**config.mk**
```make
export PLATFORM = sky130hd
export DESIGN_NAME = uart_rx_param
export DESIGN_NICKNAME = d
export VERILOG_FILES = /design/src/rtl/uart_pkg.sv /design/src/rtl/uart_bit_timer.sv /design/src/rtl/uart_rx_param.sv
export SDC_FILE = /design/constraint.sdc
export NUM_CORES = 1
export LEC_CHECK = 0
export ABC_AREA = 0
export BUFFER_PORTS_ARGS = -buffer_cell sky130_fd_sc_hd__buf_4
export CORE_MARGIN = 4
export CORE_UTILIZATION = 41
export CTS_CLUSTER_SIZE = 14
export DETAILED_ROUTE_END_ITERATION = 10
export PLACE_DENSITY = 0.66
export SKIP_CTS_REPAIR_TIMING = 1
export SYNTH_ARGS = -nofsm -noshare
export SYNTH_HDL_FRONTEND = slang
export SYNTH_SLANG_ARGS = --single-unit
```
**constraint.sdc**
```tcl
create_clock -name clk_3125 -period 3.1 [get_ports clk_3125]
set_input_delay 0.31 -clock clk_3125 [delete_from_list [all_inputs] [get_ports clk_3125]]
set_output_delay 0.31 -clock clk_3125 [all_outputs]
set_load 0.02 [all_outputs]
```
**src/rtl/uart_pkg.sv**
```systemverilog
// Shared types and constants for the parametrised UART receiver.
package uart_pkg;

    typedef enum logic [1:0] {
        PAR_NONE = 2'd0,
        PAR_EVEN = 2'd1,
        PAR_ODD  = 2'd2
    } parity_mode_t;

    typedef enum logic [2:0] {
        IDLE,
        START,
        DATA,
        PARITY,
        STOP
    } rx_state_t;

    localparam logic [7:0] ERR_CHAR = 8'h3F;

endpackage

```
**src/rtl/uart_bit_timer.sv**
```systemverilog
// Bit-period counter: half_tick at mid start bit, full_tick once per bit period.
// Latency: strobes are combinational from cnt; restart zeroes cnt on the next edge.
// Backpressure: none; free-running while restart is low.
module uart_bit_timer #(
    parameter int CLKS_PER_BIT = 14
) (
    input  logic clk_3125,
    input  logic rst,
    input  logic restart,
    output logic half_tick,
    output logic full_tick
);

    localparam int CW = $clog2(CLKS_PER_BIT);
    localparam logic [CW-1:0] HALF_M1 = CW'(CLKS_PER_BIT / 2 - 1);
    localparam logic [CW-1:0] FULL    = CW'(CLKS_PER_BIT - 1);

    logic [CW-1:0] cnt;

    always_ff @(posedge clk_3125) begin
        if (rst || restart) begin
            cnt <= '0;
        end else if (cnt == FULL) begin
            cnt <= '0;
        end else begin
            cnt <= cnt + 1'b1;
        end
    end

    assign half_tick = (cnt == HALF_M1);
    assign full_tick = (cnt == FULL);

endmodule

```
**src/rtl/uart_rx_param.sv**
```systemverilog
// Parametrised UART receiver with mid-bit sampling and a valid/ready output; UART_RX_ERR_SUBST_EN swaps errored words for '?'.
// Latency: rx_valid/rx_complete rise the cycle after the last stop sample (plus 2-flop synchroniser on rx).
// Backpressure: one output slot; a frame completing while rx_valid && !rx_ready is dropped and sets sticky overrun_err.
module uart_rx_param
    import uart_pkg::*;
#(
    parameter int CLKS_PER_BIT = 14,
    parameter int DATA_BITS    = 8,
    parameter int PARITY_MODE  = 1,
    parameter int STOP_BITS    = 1,
    parameter int MSB_FIRST    = 1
) (
    input  logic                 clk_3125,
    input  logic                 rst,
    input  logic                 rx,
    output logic [DATA_BITS-1:0] rx_msg,
    output logic                 rx_parity,
    output logic                 rx_valid,
    input  logic                 rx_ready,
    output logic                 rx_complete,
    output logic                 parity_err,
    output logic                 frame_err,
    output logic                 overrun_err
);

    localparam int BW = $clog2(DATA_BITS + 1);
    localparam parity_mode_t PMODE = parity_mode_t'(PARITY_MODE[1:0]);
    localparam logic [BW-1:0] LAST_DATA = BW'(DATA_BITS - 1);
    localparam logic [BW-1:0] LAST_STOP = BW'(STOP_BITS - 1);
`ifdef UART_RX_ERR_SUBST_EN
    localparam logic [DATA_BITS-1:0] ERR_WORD = DATA_BITS'(ERR_CHAR);
`endif

    rx_state_t            state, state_nxt;
    logic                 rx_meta, rx_s;
    logic                 half_tick, full_tick, restart;
    logic                 data_smp, par_smp, stop_smp, last_data, frame_done;
    logic [BW-1:0]        bitn;
    logic [DATA_BITS-1:0] shreg, msg_in;
    logic                 par_bit, ferr_acc, armed;
    logic                 perr_now, ferr_now, data_par;

    always_ff @(posedge clk_3125) begin
        if (rst) begin
            rx_meta <= 1'b1;
            rx_s    <= 1'b1;
        end else begin
            rx_meta <= rx;
            rx_s    <= rx_meta;
        end
    end

    uart_bit_timer #(.CLKS_PER_BIT(CLKS_PER_BIT)) u_timer (
        .clk_3125  (clk_3125),
        .rst       (rst),
        .restart   (restart),
        .half_tick (half_tick),
        .full_tick (full_tick)
    );

    always_ff @(posedge clk_3125) begin
        if (rst) state <= IDLE;
        else     state <= state_nxt;
    end

    // armed blocks re-triggering while a break holds the line low
    always_comb begin
        state_nxt = state;
        unique case (state)
            IDLE:    if (!rx_s && armed) state_nxt = START;
            START:   if (half_tick) state_nxt = rx_s ? IDLE : DATA;
            DATA:    if (last_data) state_nxt = (PMODE != PAR_NONE) ? PARITY : STOP;
            PARITY:  if (par_smp) state_nxt = STOP;
            STOP:    if (frame_done) state_nxt = IDLE;
            default: state_nxt = IDLE;
        endcase
    end

    always_comb begin
        restart  = 1'b0;
        data_smp = 1'b0;
        par_smp  = 1'b0;
        stop_smp = 1'b0;
        case (state)
            IDLE:    restart  = 1'b1;
            START:   restart  = half_tick;
            DATA:    data_smp = full_tick;
            PARITY:  par_smp  = full_tick;
            STOP:    stop_smp = full_tick;
            default: restart  = 1'b1;
        endcase
        last_data  = data_smp && (bitn == LAST_DATA);
        frame_done = stop_smp && (bitn == LAST_STOP);
    end

    always_comb begin
        data_par = (^shreg) ^ par_bit;
        perr_now = 1'b0;
        if (PMODE == PAR_EVEN) perr_now = data_par;
        if (PMODE == PAR_ODD)  perr_now = ~data_par;
        ferr_now = ferr_acc | ~rx_s;
`ifdef UART_RX_ERR_SUBST_EN
        msg_in = (perr_now || ferr_now) ? ERR_WORD : shreg;
`else
        msg_in = shreg;
`endif
    end

    always_ff @(posedge clk_3125) begin
        if (rst) begin
            bitn        <= '0;
            shreg       <= '0;
            par_bit     <= 1'b0;
            ferr_acc    <= 1'b0;
            armed       <= 1'b0;
            rx_msg      <= '0;
            rx_parity   <= 1'b0;
            rx_valid    <= 1'b0;
            rx_complete <= 1'b0;
            parity_err  <= 1'b0;
            frame_err   <= 1'b0;
            overrun_err <= 1'b0;
        end else begin
            rx_complete <= frame_done;
            if (state == START) begin
                bitn     <= '0;
                par_bit  <= 1'b0;
                ferr_acc <= 1'b0;
            end
            if (data_smp) begin
                if (MSB_FIRST != 0) shreg <= {shreg[DATA_BITS-2:0], rx_s};
                else                shreg <= {rx_s, shreg[DATA_BITS-1:1]};
                bitn <= last_data ? '0 : bitn + 1'b1;
            end
            if (par_smp) par_bit <= rx_s;
            if (stop_smp) begin
                if (!rx_s) ferr_acc <= 1'b1;
                bitn <= frame_done ? '0 : bitn + 1'b1;
            end

            if (rx_s)                    armed <= 1'b1;
            else if (frame_done)         armed <= 1'b0;

            if (frame_done && (!rx_valid || rx_ready)) begin
                rx_msg     <= msg_in;
                rx_parity  <= par_bit;
                parity_err <= perr_now;
                frame_err  <= ferr_now;
                rx_valid   <= 1'b1;
            end else begin
                if (frame_done) overrun_err <= 1'b1;
                if (rx_valid && rx_ready) rx_valid <= 1'b0;
            end
        end
    end

endmodule

```
## Yosys cells after proc, flatten, opt, wreduce, memory -nomap -nowiden

Index checks and enable logic that the tools add are counted.

- Bitwise gates (word level): 4
- Reduce and logical (&&, ||, !) cells: 20
- Multiplexer cells: 25
- Add/sub/neg operators: 2
- Eq/ne operators: 12

Operator list:

| operator | count |
|---|---|
| 4-bit two-way mux | 5 |
| 3-bit two-way mux | 5 |
| 3-bit case mux with 5 select lines | 1 |
| 1-bit two-way mux | 12 |
| 2-bit inequality test, second input constant | 5 |
| 4-bit by 1-bit adder with 4-bit output, second input constant | 2 |
| 4-bit by 3-bit equality test with 1-bit output, second input constant | 2 |
| 8-bit XOR reduction | 1 |
| 3-bit by 2-bit equality test with 1-bit output, second input constant | 2 |
| 2-bit nonzero test | 3 |
| 1-bit logical AND | 5 |
| 5-bit AND reduction | 1 |
| 4-bit equality test, second input constant | 1 |
| 4-bit logical NOT | 1 |
| 3-bit by 1-bit equality test with 1-bit output, second input constant | 1 |
| 3-bit equality test, second input constant | 1 |
| 3-bit logical NOT | 1 |
| 3-bit nonzero test | 1 |
| 3-bit OR reduction | 1 |
| 1-bit logical NOT | 2 |
| 1-bit logical OR | 2 |
| 2-bit two-way mux | 1 |
| 1-bit inverter | 2 |
| 1-bit case mux with 2 select lines | 1 |
| other kinds (4) | 4 |

- Output and inout port bits: 14
- Input port bits: 4
- Register bits after elaboration: 38

## Longest topological paths before layout

Gate-level depths: netlist of the first run.

- Word-level depth: 6
- Mapped depth: 8
- Mapped depth without buffers: 6

## Hierarchy

Synthesis of the first run repeated with hierarchy kept, for this count alone.

- Cell total of the unflattened synthesis: 186
- Area total of the unflattened synthesis: 1670.4 um^2

By module, submodules not included:

| module | seq. area each (um^2) | cells each | instances | area each (um^2) |
|---|---|---|---|---|
| uart_rx_param | 680.7 | 167 | 1 | 1475.2 |
| uart_bit_timer | 80.1 | 19 | 1 | 195.2 |

## Least setup slack after synthesis of the first run

OpenSTA, ideal clock, no wires.

- Path kind: flip-flop to flip-flop
- From: register u_timer.cnt[1]
- To: register state[1]
- Stages on the path, launching flop included: 8
- Arrival: 1.399 ns
- Library setup time: 0.128 ns
- Setup slack: 1.573 ns
- Data required time: 2.972 ns
- Buffers on the path: 1
- Path through: dfxtp_1 > inv_1 > ha_1 > and3_1 > buf_2 > a311o_1 > a31oi_1 > nor2_1

- Cells in the longest elaborated chain, start to end: 5
- Elaborated cells between the ends (all ways): 12

RTL lines:

| element | line | text |
|---|---|---|
| start, declared | uart_bit_timer.sv:18 | `logic [CW-1:0] cnt;` |
| start signal, assigned | uart_bit_timer.sv:26 | `cnt <= cnt + 1'b1;` |
| 4-bit equality test | uart_bit_timer.sv:31 | `assign full_tick = (cnt == FULL);` |
| 1-bit two-way mux | uart_rx_param.sv:84 | `case (state)` |
| 1-bit logical AND, on equally long branches | uart_rx_param.sv:93, uart_rx_param.sv:92 |  |
| 2-bit inequality test (no source line) | - |  |
| 5-bit AND reduction (no source line) * | - |  |
| end signal, assigned | uart_rx_param.sv:63 | `else state <= state_nxt;` |
| end, declared | uart_rx_param.sv:34 | `rx_state_t state, state_nxt;` |

Mark *: on every way between the ends. The rest lies on a longest branch, timed or not.
A chain may end at the register's enable or synchronous reset.

## Final worst setup path of the first run

- From: register u_timer.cnt[0]
- To: register parity_err

- Cells in the longest elaborated chain, start to end: 4

RTL lines:

| element | line | text |
|---|---|---|
| 4-bit equality test | uart_bit_timer.sv:31 |  |
| 1-bit two-way mux | uart_rx_param.sv:84 |  |
| 1-bit logical AND | uart_rx_param.sv:93 | `frame_done = stop_smp && (bitn == LAST_STOP);` |
| 1-bit logical AND | uart_rx_param.sv:144 | `if (frame_done && (!rx_valid \|\| rx_ready)) begin` |
| end signal, assigned | uart_rx_param.sv:147 | `parity_err <= perr_now;` |
| end, declared | uart_rx_param.sv:21 | `output logic parity_err,` |

Every way passes these cells.

==> results.md, run 1 <==
* # rows at 23
* Setup Crit Path Kind: register to register
* Later-pin clock latency in the skew report at 290 ps
* Number of buffers created by CTS at 5
* Status: finished clean
* Metal-1 WL at roughly 1600 um
* Longest Clk Path Bufs at 2
* Net Count, Synth at 210
* Die ar. at 5380 sq um
* Setup TNS at 0 ps
* CP Data Arrival Time at between 2000 and 2500 ps
* Metal3 WL at around 180 um
* Fmax at 486 MHz
* Metal2 WL at ~1400 um
* FF+latch count, synth at 38
* Power Density at about 450 nW/um^2
* Drt initial violations at 52
* Share of cells above drive strength 1 at between 10% and 20%
* Finish-stage setup viols at 0
* Max layer used: met4
* Synthesized instance count at between 200 and 250
* Slew Viols, Final at 0
* Routed len/inst at approximately 12 um
* Die Height at roughly 73 um
* Post-route clock period utilization at 66.3%
* Area grow syn2layout at 12.9%
* Number of fillers in the final layout at 379
* VDD IR max at about 0.27 mV
* Total of max-cap violations at 0
* Data required time at the worst endpoint at 3340 ps
* Fin. Hold Viols at 0
* WL final at between 3000 and 4000 um
* Most common cell after layout, fill and taps aside: dfxtp_1
* Worst path cell trace: ha_1 > and3_1 > nand4_1 > nor4_1 > a211o_1
* Layout Skew at about 4.9 ps
* Critical path peak fanout at 12
* Maximum number of pins on one net before global-route repair at 38
* Setup crit end kind: register
* Critical-path top delay cell: nand4_1
* Vias in the first global route at 1240
* Dominant cells by area after synthesis: dfxtp_1 (43%), nand2_1 (7.9%), a21oi_1 (7.4%)
* Area share of the largest cell type after synthesis at between 40 and 50%
* Cell taking the most area after synthesis: dfxtp_1
* Most frequent cells in the layout: dfxtp_1 (38), nand2_1 (37), a21oi_1 (26)
* Leakage at about 0.74 nW
* Worst slew pin tran at between 500 and 600 ps
* Min Hold Slack at 202 ps
* Antenna cells at 0
* Clk pin slew, worst setup/hold paths at ~70 ps
* Netlist cell types at between 40 and 50
* Via Count at approximately 1300
* Post-synthesis sequential area ratio at 43.5%
* DP HPWL at ~2200 um
* Starting Density at a little over two fifths
* Total GRT Usage at a little over an eighth
* Port Buffers at 17
* IO Count at 18
* Core ar. at around 4100 sq um
* Post-route minimum period at approximately 2100 ps
* Worst rel slew slack at between 60% and 70%
* Avg Synthesized Cell Area at about 8.7 sq um
* Yosys warns at 0
* Remaining antenna violation count at 0
* CTS HTree Levels at 2
* Sink Count at 38
* Fin nets at between 200 and 250
* Final Wtd Congestion at between 0.8 and 0.9
* Unrepaired setup endpoints after global routing: no
* Startpoint types: register
* DR DRC count at 0
* Crit-path max cell delay at roughly 500 ps
* DR pass1 iterations at 4
* Synth Cell Area at 1750 sq um
* Critical path's top delay family: simple AND/OR/NAND/NOR gates
* Tightest Hold Check Type: input pin to register
* TritonCTS clock tree: built
* First-pass GRT wire length at 5640 um
* Root Buffer Master: clkbuf_8
* Initial antenna violation count at 0
* GRT overflow at 0
* Buf/Inv on CP at 0
* Vias per Instance at slightly above 5
* DIE WIDTH at roughly 73 um
-- per-stage QoR --
stage / util, % / cell area, sq um / worst slack, ps / total power (W) / std cells
global placement: 46.4 / 1880 / 1080 / 0.000555 / 259
finish: 48.7 / 1980 / 1040 / 0.000893 / 267
global route: 48.7 / 1980 / 776 / 0.000936 / 267
detailed placement: 46.4 / 1880 / 1000 / 0.000555 / 259
floorplan: - / 1750 / 1570 / 0.000547 / 201
CTS: 48.7 / 1980 / 990 / 0.000905 / 267
-- logic make-up after synthesis --
kind of cell    count (synthesis)  share of synthesized area, %
simple gates                   92                          29.3
compound gates                 42                          14.2
flops                          38                          43.5
buf+inv                        16                          4.65
xor+xnor                        8                          4.79
fa+ha+maj                       5                          3.58
-- final timing paths --
path | startpoint | to | slack, ps | depth (start not counted)
min reg2reg | rx_meta | rx_s | 410 | 1
min | rx | rx_meta | 200 | 2
max reg2reg | u_timer.cnt[0] | parity_err | 1040 | 5
max | u_timer.cnt[0] | parity_err | 1040 | 5
-- worst reg2reg max path: stages, from the launching register on --
cell     delay, ps
dfxtp_1        400
ha_1           210
and3_1         360
nand4_1        500
nor4_1         420
a211o_1        130
-- area by class of cell --
class | instances | area (sq um) | share of cell area [%]
Tap cell | 50 | 62.6 | 3.17
Inverter | 7 | 26.3 | 1.33
Clock buffer | 7 | 86.3 | 4.37
Sequential cell | 38 | 761 | 38.5
Clock inverter | 1 | 5.00 | 0.253
Timing Repair Buffer | 17 | 128 | 6.46
Multi-Input combinational cell | 147 | 907 | 45.9
-- per-layer routing --
metal,vias up,global-route usage (%)
li1,714,-
met1,605,17.7
met2,19,20.3
met3,6,4.65
met4,0,6.84
met5,-,0
-- report_power, final --
part	total, W	internal [W]	leakage [nW]	switching, W
registers	0.000504	0.000494	0.307	0.0000100
clock network	0.000349	0.000179	0.0482	0.000170
logic	0.0000400	0.0000158	0.380	0.0000241
-- sequential cells by signal (all words and copies together) (netlist names), 3 cells and up --
name	cells
u_timer.cnt	4
bitn	4
state	3
msg_in	8
rx_msg	8
-- cells in the mapped netlist, drive strengths merged --
cell type   n
a211o       1
nand2      37
o21ai       4
nand2b      1
ha          5
nor2       16
o22ai       2
or2         2
xnor2       5
nor3        5
xnor3       1
a2bb2oi     1
or2b        1
inv         7
nand3b      1
xor2        2
or3b        2
and2        2
buf         5
nor4b       1
a21oi      28
nand3       8
clkbuf      4
dfxtp      38
nor4        1
a311o       2
a31oi       2
and4        1
and3b       1
o21ba       1
a22o        1
nand4       2
nor3b       8
and3        1
nor2b       2
Note: power is estimated with default switching activity, not from simulation.
==> inputs of run 2 (changes only) <==
==> constraint.sdc (replaced) <==
create_clock -name clk_3125 -period 1.9 [get_ports clk_3125]
set_input_delay 0.19 -clock clk_3125 [delete_from_list [all_inputs] [get_ports clk_3125]]
set_output_delay 0.19 -clock clk_3125 [all_outputs]
set_load 0.02 [all_outputs]
==> run 2 against run 1 <==
Non-clock buffer count grew 3. Count of clock-buffer cells in the layout is 2 lower. First-iteration DRC count grew 9.6%. Critical endpoint unchanged. Final cell count grew 0.75%. Die area is the same.
==> results.md, run 2 (synthesis gave the netlist of run 1 again) <==
* Startpoint types: register
* Total of max-cap violations at 0 (unchanged)
* CP Data Arrival Time at 1950 ps (-350 ps)
* Worst rel slew slack at 72.7% (+7.8 points)
* Starting Density at 43.1% (unchanged)
* Critical path peak fanout at 11 (-1)
* Later-pin clock latency in the skew report at 290 ps (about the same)
* Die Height at 73.3 um (unchanged)
* Worst slew pin tran at 409 ps (-116 ps)
* Area grow syn2layout at 13.5%
* Maximum number of pins on one net before global-route repair at 38 (unchanged)
* CTS HTree Levels at 2 (unchanged)
* Number of fillers in the final layout at 398 (+5.0%)
* Fin. Hold Viols at 0 (unchanged)
* FF+latch area at 761 sq um (unchanged)
* Via Count at 1384 (+3.0%)
* Status: finished clean
* DR DRC count at 0 (unchanged)
* IO Count at 18 (unchanged)
* Fmax at 583 MHz (+20%)
* Multi-input gate area at 907 sq um (unchanged)
* Initial antenna violation count at 0 (unchanged)
* Remaining antenna violation count at 0 (unchanged)
* Most frequent cells in the layout: dfxtp_1 (38), nand2_1 (37), a21oi_1 (26)
* Number of buffers created by CTS at 5 (unchanged)
* DR pass1 iterations at 4 (unchanged)
* Data required time at the worst endpoint at 2140 ps (-1200 ps)
* TritonCTS clock tree: built
* Die ar. at 5380 sq um (unchanged)
* Post-route minimum period at 1720 ps (-341 ps)
* Routed len/inst at 12.6 um (+5.1%)
* Place WS at 216 ps (-784 ps)
* Vias in the first global route at 1302 (+5.0%)
* DIE WIDTH at 73.3 um (unchanged)
* Power Density at 706 nW/um^2 (+56%)
* Layout Skew at 5.49 ps (+0.544 ps)
* Unrepaired setup endpoints after global routing: no
* Clk pin slew, worst setup/hold paths at 70 ps (about the same)
* Setup TNS at 0 ps (unchanged)
* # rows at 23 (unchanged)
* Vias per Instance at 5.14 (+2.2%)
* Setup Crit Path Kind: register to register
* Setup slack after layout at 185 ps (-859 ps)
* Setup crit end kind: register
* Post-Layout Cell Count at 269 (+0.75%)
* DP HPWL at 2320 um (+6.8%)
* Total GRT Usage at 13.6% (-0.057 points)
* Antenna cells at 0 (unchanged)
* Slew Viols, Final at 0 (unchanged)
* GRT overflow at 0 (unchanged)
* Post-route clock period utilization at 90.3% (+24 points)
* Drt initial violations at 57 (+9.6%)
* Sink Count at 38 (unchanged)
* Tightest Hold Check Type: input pin to register
* Core ar. at 4060 sq um (unchanged)
* Share of cells above drive strength 1 at 19.2% (+1.2 points)
* VDD IR max at 0.459 mV (+70%)
* Cell count after placement at 262 (+1.2%)
* Most common cell after layout, fill and taps aside: dfxtp_1
* WL final at 3380 um (+5.9%)
* Longest Clk Path Bufs at 2 (unchanged)
* Leakage at 0.745 nW (+1.3%)
* Root Buffer Master: clkbuf_8
* Port Buffers at 17 (unchanged)
* Finish-stage setup viols at 0 (unchanged)
* Final Wtd Congestion at 0.753 (-11%)
* First-pass GRT wire length at 5710 um (+1.2%)
* Fin nets at 228 (+1.3%)
run 2: changes by cell type in the layout (fill, tap and decap cells not counted), sizes merged:
cell / change
clkinv: +1
buf: +3
clkbuf: -2
run 2: area by class of cell:
| type | count | area share, % |
|---|---|---|
| inverters | 7 | 1.32 |
| multi-input cells | 147 | 45.7 |
| clock inverters | 2 | 0.504 |
| clock buffers | 5 | 3.47 |
| well taps | 50 | 3.15 |
| flip-flops and latches | 38 | 38.3 |
| repair buffers | 20 | 7.56 |
run 2: final timing paths:
check	end	from	slack (ps)	cells past startpoint
hold / removal	rx_meta	rx	80	2
hold reg to reg	rx_s	rx_meta	420	1
setup / recovery	parity_err	u_timer.cnt[0]	180	5
setup reg to reg	parity_err	u_timer.cnt[0]	180	5
run 2: critical path, cell delays in order (launching register included):
cell and delay (ps):
dfxtp_1 390, ha_1 210, and3_1 350, nand4_1 250, nor4_1 340, a211o_1 130
run 2: routing by layer:
metal / global-route usage [%] / up-vias / share of wire (%)
li1: - / 723 / -
met1: 16.1 / 635 / 47
met2: 22.6 / 18 / 46
met3: 3.83 / 8 / 4.3
met4: 6.64 / 0 / 1.9
met5: 0 / - / 0
run 2: per-stage QoR:
step           total power, W  hold slack, ps  instance area [sq um]  util (%)
6_report              0.00140            81.0                   1990      48.9
5_1_grt               0.00147            80.2                   1990      48.9
4_1_cts               0.00142            72.5                   1990      48.9
3_5_place_dp         0.000907             378                   1910      47.0
3_3_place_gp         0.000906             376                   1910      47.0
2_1_floorplan        0.000893             294                   1750         -
run 2: power breakdown:
group	internal, W	leakage (nW)	switching, W	total, W
Clock	0.000246	0.0438	0.000268	0.000514
Combinational	0.0000258	0.394	0.0000384	0.0000643
Sequential	0.000806	0.307	0.0000174	0.000823
==> inputs of run 3 (changes only) <==
--- a/config.mk
+++ b/config.mk
@@ -7,8 +7,8 @@
 export LEC_CHECK = 0
 export ABC_AREA = 0
 export BUFFER_PORTS_ARGS = -buffer_cell sky130_fd_sc_hd__buf_4
-export CORE_MARGIN = 4
 export CORE_UTILIZATION = 41
+export CTS_BUF_LIST = sky130_fd_sc_hd__clkbuf_16
 export CTS_CLUSTER_SIZE = 14
 export DETAILED_ROUTE_END_ITERATION = 10
 export PLACE_DENSITY = 0.66
==> run 3 against run 2 <==
Global-route usage up 2.7 points. Combinational power down 0.8%. Clock power up 53%. Register-to-register slack better by 50 ps. Core utilization up 1.9 points. Wire length down 4.6%. Final cell count up 0.74%. Sequential cell count unchanged. Total power up 19%. Critical path depth up 1. Non-clock buffer count up 1. Final area up 3.8%. Critical path type unchanged.
==> results.md, run 3 (synthesis gave the netlist of run 1 again) <==
* Worst slew pin tran at 408 ps (-1.57 ps)
* Longest Clk Path Bufs at 2 (unchanged)
* Fmax at 601 MHz (+3.0%)
* Initial antenna violation count at 0 (unchanged)
* Clk pin slew, worst setup/hold paths at 50 ps (-20 ps)
* Setup TNS at 0 ps (unchanged)
* # rows at 23 (unchanged)
* Worst Hold End: rx_meta
* Power Density at 812 nW/um^2 (+15%)
* FF-to-FF End: parity_err
* DP Area at 1910 sq um (unchanged)
* Port Buffers at 17 (unchanged)
* Finish-stage setup viols at 0 (unchanged)
* Vias per Instance at 4.91 (-4.6%)
* Number of buffers created by CTS at 5 (unchanged)
* DIE WIDTH at 67.3 um (-8.2%)
* Cell depth of the worst flop-to-flop path at 6 (+1)
* Most frequent cells in the layout: dfxtp_1 (38), nand2_1 (37), a21oi_1 (26)
* Root Buffer Master: clkbuf_16
* DR DRC count at 0 (unchanged)
* WHS Path Cells at 2 (unchanged)
* First-pass GRT wire length at 5440 um (-4.8%)
* Unrepaired setup endpoints after global routing: no
* WL final at 3230 um (-4.6%)
* Vias in the first global route at 1232 (-5.4%)
* Tightest Hold Check Type: input pin to register
* Via Count at 1330 (-3.9%)
* Maximum number of pins on one net before global-route repair at 38 (unchanged)
* Core ar. at 4060 sq um (unchanged)
* CP Data Arrival Time at 1890 ps (-60 ps)
* CTS HTree Levels at 2 (unchanged)
* Total of max-cap violations at 0 (unchanged)
* Later-pin clock latency in the skew report at 280 ps (about the same)
* Most common cell after layout, fill and taps aside: dfxtp_1
* Die Height at 67.3 um (-8.2%)
* Slew Viols, Final at 0 (unchanged)
* Layout Skew at 2.30 ps (-3.19 ps)
* Share of cells above drive strength 1 at 19.5% (+0.28 points)
* Final Wtd Congestion at 0.818 (+8.6%)
* Die ar. at 4530 sq um (-16%)
* Post-route minimum period at 1660 ps (-50.7 ps)
* Fin nets at 229 (+0.44%)
* Setup Crit Path Kind: register to register
* TritonCTS clock tree: built
* Startpoint types: register
* Slack of the worst reg-to-reg path at 240 ps (+50 ps)
* Drt initial violations at 63 (+11%)
* Hold Startpoint: rx
* Design area at 2060 sq um (+3.8%)
* Total power at 0.00167 W (+19%)
* DP HPWL at 2210 um (-4.5%)
* Routed len/inst at 11.9 um (-5.3%)
* Setup crit end kind: register
* Number of fillers in the final layout at 375 (-5.8%)
* Post-route clock period utilization at 87.6% (-2.7 points)
* Total GRT Usage at 16.4% (+2.7 points)
* IO Count at 18 (unchanged)
* Worst rel slew slack at 72.8% (+0.10 points)
* Status: finished clean
* Critical path peak fanout at 9 (-2)
* Area grow syn2layout at 17.9%
* Starting Density at 43.1% (unchanged)
* Data required time at the worst endpoint at 2130 ps (about the same)
* RR Startpoint: u_timer.cnt[0]
* VDD IR max at 0.613 mV (+34%)
* Leakage at 0.778 nW (+4.5%)
* GRT overflow at 0 (unchanged)
* Sink Count at 38 (unchanged)
* Fin. Hold Viols at 0 (unchanged)
* Remaining antenna violation count at 0 (unchanged)
* Antenna cells at 0 (unchanged)
* DR pass1 iterations at 4 (unchanged)
==> run 3: critical path: stages, from the launching register on <==
cell and delay [ps]:
dfxtp_1 390, ha_1 210, and3_1 330, nand4_1 130, buf_4 180, nor4_1 250
a211o_1 120
==> run 3: routing by layer <==
metal	global-route usage [%]	share of wire, %	routed length, um
met1	20.6	51	1640
met2	24.9	44	1420
met3	5.41	3.6	117
met4	8.24	1.6	53
met5	0	0	0
==> run 3: power by group <==
part	internal, W	switching, W
clock	0.000478	0.000309
sequential	0.000807	0.0000161
combinational	0.0000258	0.0000380
total	0.00131	0.000363
==> run 3: worst max-delay path by stage <==
stage / start / end / slack, ps / cells past startpoint
2_1_floorplan: u_timer.cnt[1] / state[1] / 370 / 7
3_3_place_gp: bitn[0] / rx_msg[3] / 170 / 7
3_5_place_dp: bitn[0] / rx_msg[5] / 120 / 7
4_1_cts: bitn[0] / rx_msg[5] / 110 / 7
5_1_grt: u_timer.cnt[0] / rx_msg[6] / 90 / 6
6_report: u_timer.cnt[0] / parity_err / 240 / 6
==> run 3: area by class of cell <==
type,instances,area (sq um),share of cell area [%]
multi-input combinational,147,913,44.3
inverter,7,26.3,1.27
tap,50,62.6,3.03
sequential,38,761,36.9
timing repair buffer,21,158,7.65
clock buffer,5,125,6.07
clock inverter,3,16.3,0.789
==> run 3: per-stage QoR <==
| step | setup WS (ps) | util [%] | instances | hold WS, ps |
|---|---|---|---|---|
| finish | 235 | 50.8 | 271 | 96.4 |
| global route | 86.1 | 50.8 | 271 | 93.0 |
| CTS | 110 | 50.5 | 270 | 92.5 |
| detailed placement | 115 | 47.0 | 262 | 382 |
| global placement | 166 | 47.0 | 262 | 380 |
| floorplan | 373 | - | 201 | 294 |
